--- config.mk ---
export PLATFORM = sky130hd
export DESIGN_NAME = output_port_arbiter
export DESIGN_NICKNAME = d
export VERILOG_FILES = /design/src/rtl/output_port_arbiter.sv
export SDC_FILE = /design/constraint.sdc
export NUM_CORES = 1
export LEC_CHECK = 0
export CORE_UTILIZATION = 50
export CTS_BUF_LIST = sky130_fd_sc_hd__clkbuf_16
export CTS_CLUSTER_DIAMETER = 80
export DETAILED_ROUTE_END_ITERATION = 12
export PLACE_DENSITY = 0.85
export SLEW_MARGIN = 15
export SYNTH_ARGS = -nofsm -noshare
export SYNTH_HDL_FRONTEND = slang
export SYNTH_SLANG_ARGS = --single-unit
--- constraint.sdc ---
create_clock -name clk -period 4.18 [get_ports clk]
set_clock_uncertainty 0.1 [all_clocks]
set_input_delay 0.836 -clock clk [delete_from_list [all_inputs] [get_ports clk]]
set_output_delay 0.836 -clock clk [all_outputs]
set_load 0.05 [all_outputs]
--- src/rtl/output_port_arbiter.sv ---
// Per-output-port scheduler: round-robin arbitration among input link controllers,
// gated by downstream packet credits. A grant produces a one-cycle transfer strobe,
// then the crossbar select is held for the whole packet.
module output_port_arbiter #(
    parameter int unsigned NUM_PORTS    = 4,
    parameter int unsigned PACKET_FLITS = 5,
    parameter int unsigned CREDITS      = 4
) (
    input  logic                             clk,
    input  logic                             reset,
    input  logic [NUM_PORTS-1:0]             request_din,
    input  logic                             credit_in_din,
    output logic [NUM_PORTS-1:0]             transfer_strobe_dout,
    output logic [NUM_PORTS-1:0]             port_select_dout,
    output logic                             port_busy_dout,
    output logic [$clog2(CREDITS+1)-1:0]     credit_count_dout,
    output logic                             credit_overflow_dout
);

    localparam int unsigned PtrW  = (NUM_PORTS > 1) ? $clog2(NUM_PORTS) : 1;
    localparam int unsigned FlitW = (PACKET_FLITS > 1) ? $clog2(PACKET_FLITS) : 1;
    localparam int unsigned CntW  = $clog2(CREDITS + 1);

    localparam logic [FlitW-1:0] FlitLast  = FlitW'(PACKET_FLITS - 1);
    localparam logic [PtrW-1:0]  PtrLast   = PtrW'(NUM_PORTS - 1);
    localparam logic [CntW-1:0]  CreditMax = CntW'(CREDITS);

    typedef enum logic [0:0] {StIdle, StTransfer} state_e;

    state_e                 state_q, state_d;
    logic [PtrW-1:0]        rr_q, rr_d;
    logic [NUM_PORTS-1:0]   grant_q, grant_d;
    logic [FlitW-1:0]       flit_q, flit_d;
    logic [CntW-1:0]        credit_q, credit_d;
    logic                   overflow_q, overflow_d;

    logic                   winner_valid;
    logic [PtrW-1:0]        winner_idx;
    logic                   do_grant;
    int unsigned            idx;

    // Round-robin search: first requester at or above rr_q, wrapping.
    always_comb begin
        winner_valid = 1'b0;
        winner_idx   = '0;
        idx          = 0;
        for (int unsigned i = 0; i < NUM_PORTS; i++) begin
            idx = 32'(rr_q) + i;
            if (idx >= NUM_PORTS) begin
                idx = idx - NUM_PORTS;
            end
            if (!winner_valid && request_din[idx[PtrW-1:0]]) begin
                winner_valid = 1'b1;
                winner_idx   = idx[PtrW-1:0];
            end
        end
    end

    // Next-state logic for the IDLE/TRANSFER scheduler.
    always_comb begin
        state_d  = state_q;
        rr_d     = rr_q;
        grant_d  = grant_q;
        flit_d   = flit_q;
        do_grant = 1'b0;
        unique case (state_q)
            StIdle: begin
                // Registered credit count gates arbitration; a credit arriving now waits.
                if (winner_valid && (credit_q != '0)) begin
                    do_grant            = 1'b1;
                    state_d             = StTransfer;
                    grant_d             = '0;
                    grant_d[winner_idx] = 1'b1;
                    flit_d              = FlitLast;
                    rr_d                = (winner_idx == PtrLast) ? '0 : winner_idx + 1'b1;
                end
            end
            StTransfer: begin
                if (flit_q == '0) begin
                    state_d = StIdle;
                    grant_d = '0;
                end else begin
                    flit_d = flit_q - 1'b1;
                end
            end
            default: begin
                state_d = StIdle;
                grant_d = '0;
                flit_d  = '0;
            end
        endcase
    end

    // Credit bookkeeping: grant consumes, credit_in returns, both together cancel.
    always_comb begin
        credit_d   = credit_q;
        overflow_d = overflow_q;
        if (do_grant && !credit_in_din) begin
            credit_d = credit_q - 1'b1;
        end else if (credit_in_din && !do_grant) begin
            if (credit_q == CreditMax) begin
                overflow_d = 1'b1;
            end else begin
                credit_d = credit_q + 1'b1;
            end
        end
    end

    // State and counter registers.
    always_ff @(posedge clk or negedge reset) begin
        if (!reset) begin
            state_q    <= StIdle;
            rr_q       <= '0;
            grant_q    <= '0;
            flit_q     <= '0;
            credit_q   <= CreditMax;
            overflow_q <= 1'b0;
        end else begin
            state_q    <= state_d;
            rr_q       <= rr_d;
            grant_q    <= grant_d;
            flit_q     <= flit_d;
            credit_q   <= credit_d;
            overflow_q <= overflow_d;
        end
    end

    // Outputs: strobe only on the first transfer cycle, select for the whole packet.
    always_comb begin
        transfer_strobe_dout = '0;
        port_select_dout     = '0;
        port_busy_dout       = 1'b0;
        if (state_q == StTransfer) begin
            port_select_dout = grant_q;
            port_busy_dout   = 1'b1;
            if (flit_q == FlitLast) begin
                transfer_strobe_dout = grant_q;
            end
        end
        credit_count_dout    = credit_q;
        credit_overflow_dout = overflow_q;
    end

endmodule

==> results by group <==
Outcome
  – Status: finished clean

GRT
  – Vias in the first global route: 783
  – Initial antenna violation count: 0
  – GR Overflow Total: 0
  – First-pass GRT wire length: between 3000 and 4000 microns
  – Global router's overall resource usage: 0.2355
  – Pin count of the biggest net entering global routing: 15

Synthesis
  – Area share of the largest cell type after synthesis: 0.3678
  – Synth Register Bits: 14
  – Post-synth EDFFs: 0
  – Share of the yosys chip area belonging to registers: 0.3975
  – Avg Synthesized Cell Area: around 9 sq um
  – Yosys Warn Count: 0
  – Synthesized Nets: 114
  – Mapped Area: slightly below 900 sq um
  – Synth unique cells: 33
  – Post-synthesis async set-or-reset flop share: 1.000
  – Main synth FF type: dfrtp_1
  – Synth top area cells: dfrtp_1 37%, ha_1 11%, and2_1 5.7%, inv_1 5.1%, nand2_1 4.2%
  – Synth Instances: between 90 and 100
  – Synth area leader: dfrtp_1

STA
  – WHS: roughly 360 ps
  – Slew Viols, Final: 0
  – RSZ-0062 raised after global routing: no
  – Peak Freq: a little over 300 MHz
  – Final setup fails: 0
  – Final Critical Period: 3229 ps
  – Slew @ Worst Pin: 621.2 ps
  – Slew margin rel.: 0.5846
  – Crit share post-route: 0.7725
  – Final worst slack: 950.8 ps
  – Setup TNS: 0 ps
  – Final hold vios: 0

Cells and area
  – Layout cell share with drive strength beyond 1: 0.07500
  – Final cell count without fillers: 136
  – Synth-to-layout area growth: 32.25%
  – Fin util: 0.7421
  – Commonest non-fill, non-tap cell in the layout: clkdlybuf4s50_1
  – NumNets Final: 137
  – Finished Cell Area: 1170 sq um
  – Most frequent cells in the layout: 19 x clkdlybuf4s50_1, 13 x dfrtp_1, 12 x inv_1
  – # diodes: 0

Power and ir drop
  – Leak: 0.5335 nW
  – Clock power frac: 0.180
  – Reg power frac: 0.267
  – Net Sw Power: 0.4843 mW
  – Max IR drop VDD: about 580 uV
  – Tot Pwr: 1.040 mW
  – Switching share of power: 0.4657
  – Comb power frac: 0.553
  – Internal power: around 0.56 mW
  – P per Cell Area: 889.0 nW/um^2

CTS
  – Buffer depth of the longest clock path: 2
  – Worst skew pair latency: 250 ps
  – CTS tree: yes
  – Post-CTS Setup Bufs: 0
  – Clock Sinks: 14
  – CTS Buf Count: 3
  – CTS Hold Bufs: 0
  – Clk pin slew, worst setup/hold paths: 50 ps
  – H-tree depth: 1
  – Post-CTS resize count: 0
  – Clock root cell: clkbuf_16

Worst setup path
  – Reg2Reg Setup Slack: 1550 ps
  – Critical path class: in -> reg
  – CP required: 4240 ps
  – FF-to-FF path depth: 8
  – Worst reg2reg endpoint: credit_count_dout[2]$_DFFE_PN1P_
  – Maximum net fanout on the critical path: 5
  – Reg2Reg Launch Point: credit_count_dout[2]$_DFFE_PN1P_
  – Worst Path Arrival: roughly 3300 ps
  – Type of origin of the critical path: primary input
  – CP Capture Type: flip-flop

Drt
  – Avg WL per Cell: 13.78 microns
  – Antenna violation net count after detailed routing: 0
  – Final WL: 1874 microns
  – Drt pass-1 iters: 6
  – DRC violation count after routing: 0
  – Via count: 776
  – Vias/cell: ~5.7
  – Initial DRC Count: 14

Die
  – Starting Density: 0.5611
  – Core Region: about 1600 sq um
  – Die H: 44.06 microns
  – Site row count: 14
  – Die outline width: 44.06 microns
  – Die area: 1941 sq um
  – I/O pin total: 20

Min path
  – Hold EP: credit_overflow_dout$_DFFE_PN0P_
  – Hold Path Stages: 1
  – Hold wc startpoint: credit_overflow_dout$_DFFE_PN0P_
  – Hold Path Class: reg -> reg

Placed design
  – Placement Setup Slack: 738.2 ps
  – Post-DP HPWL: 1326 microns
  – Cells after DPL: 132
  – RePlAce Congestion: 0.7346
  – Post-Place Cell Area: 1091 sq um
  – IO buf count: 19

Job
  – Max-capacitance violation count: 0
## routing by layer
metal  share of wire  global-route usage  up-vias
met5               0                   0        -
met4          0.0085             0.08485        0
met3           0.047             0.08980        2
met2            0.53              0.4147       18
met1            0.41              0.2567      376
li1                -                   -      380
## worst max-delay path, stage by stage
cell and delay (ps):
clkdlybuf4s50_1 560, nor4_1 100, nor3_1 260, ha_1 270
inv_1 80, fa_1 420, or4_1 520, a21oi_1 170
a221oi_1 70
## cell type report
cell class / count / area, sq um
multi-input combinational: 69 / 473.0
clock inverter: 1 / 3.754
timing repair buffer: 20 / 197.7
sequential: 14 / 351.6
tap: 16 / 20.02
inverter: 13 / 48.80
clock buffer: 3 / 75.07
fill: 118 / 406.6
## flip-flops by register name (all words and copies together) (netlist names)
| name | count |
|---|---|
| state_q | 1 |
| grant_q | 4 |
| credit_overflow_dout | 1 |
| credit_count_dout | 3 |
| flit_q | 3 |
| rr_q | 2 |
## synthesized netlist by cell type (2+ instances only)
master / count
mux2i_1: 2
a21oi_1: 4
and2_1: 8
o21ai_0: 7
nor3_1: 2
nor2_1: 6
o21a_1: 2
ha_1: 8
dfrtp_1: 13
inv_1: 12
o22a_1: 2
o22ai_1: 2
nand2_1: 10
## power by group through the flow
stage | clock network (mW) | logic (mW) | registers, mW
floorplan | 0 | 0.343 | 0.338
global placement | 0 | 0.549 | 0.272
detailed placement | 0 | 0.568 | 0.278
CTS | 0.186 | 0.579 | 0.277
global route | 0.194 | 0.633 | 0.291
finish | 0.187 | 0.575 | 0.278
## worst max path at each step
| stage | endpoint | cells past startpoint | from | slack (ps) |
|---|---|---|---|---|
| global route | credit_count_dout[2]$_DFFE_PN1P_ | 9 | request_din[1] | 800 |
| detailed placement | credit_count_dout[2]$_DFFE_PN1P_ | 9 | request_din[1] | 740 |
| global placement | credit_count_dout[2]$_DFFE_PN1P_ | 9 | request_din[1] | 830 |
| finish | credit_count_dout[2]$_DFFE_PN1P_ | 9 | request_din[1] | 950 |
| floorplan | credit_count_dout[2]$_DFFE_PN1P_ | 9 | request_din[1] | 1290 |
| CTS | credit_count_dout[2]$_DFFE_PN1P_ | 9 | request_din[1] | 950 |
## kinds of logic (layout without fill, tap and decap cells)
logic type / count (synthesis) / after routing / share of synthesized area
buffers and inverters: 15 / 37 / 0.06788
multiplexers: 3 / 3 / 0.03536
flip-flops: 14 / 14 / 0.3975
adder cells (fa/ha/maj): 9 / 9 / 0.1358
AND/OR/NAND/NOR: 34 / 34 / 0.1952
AO/OA/AOI/OAI: 23 / 23 / 0.1683
Power figures use the tool's default switching activity.
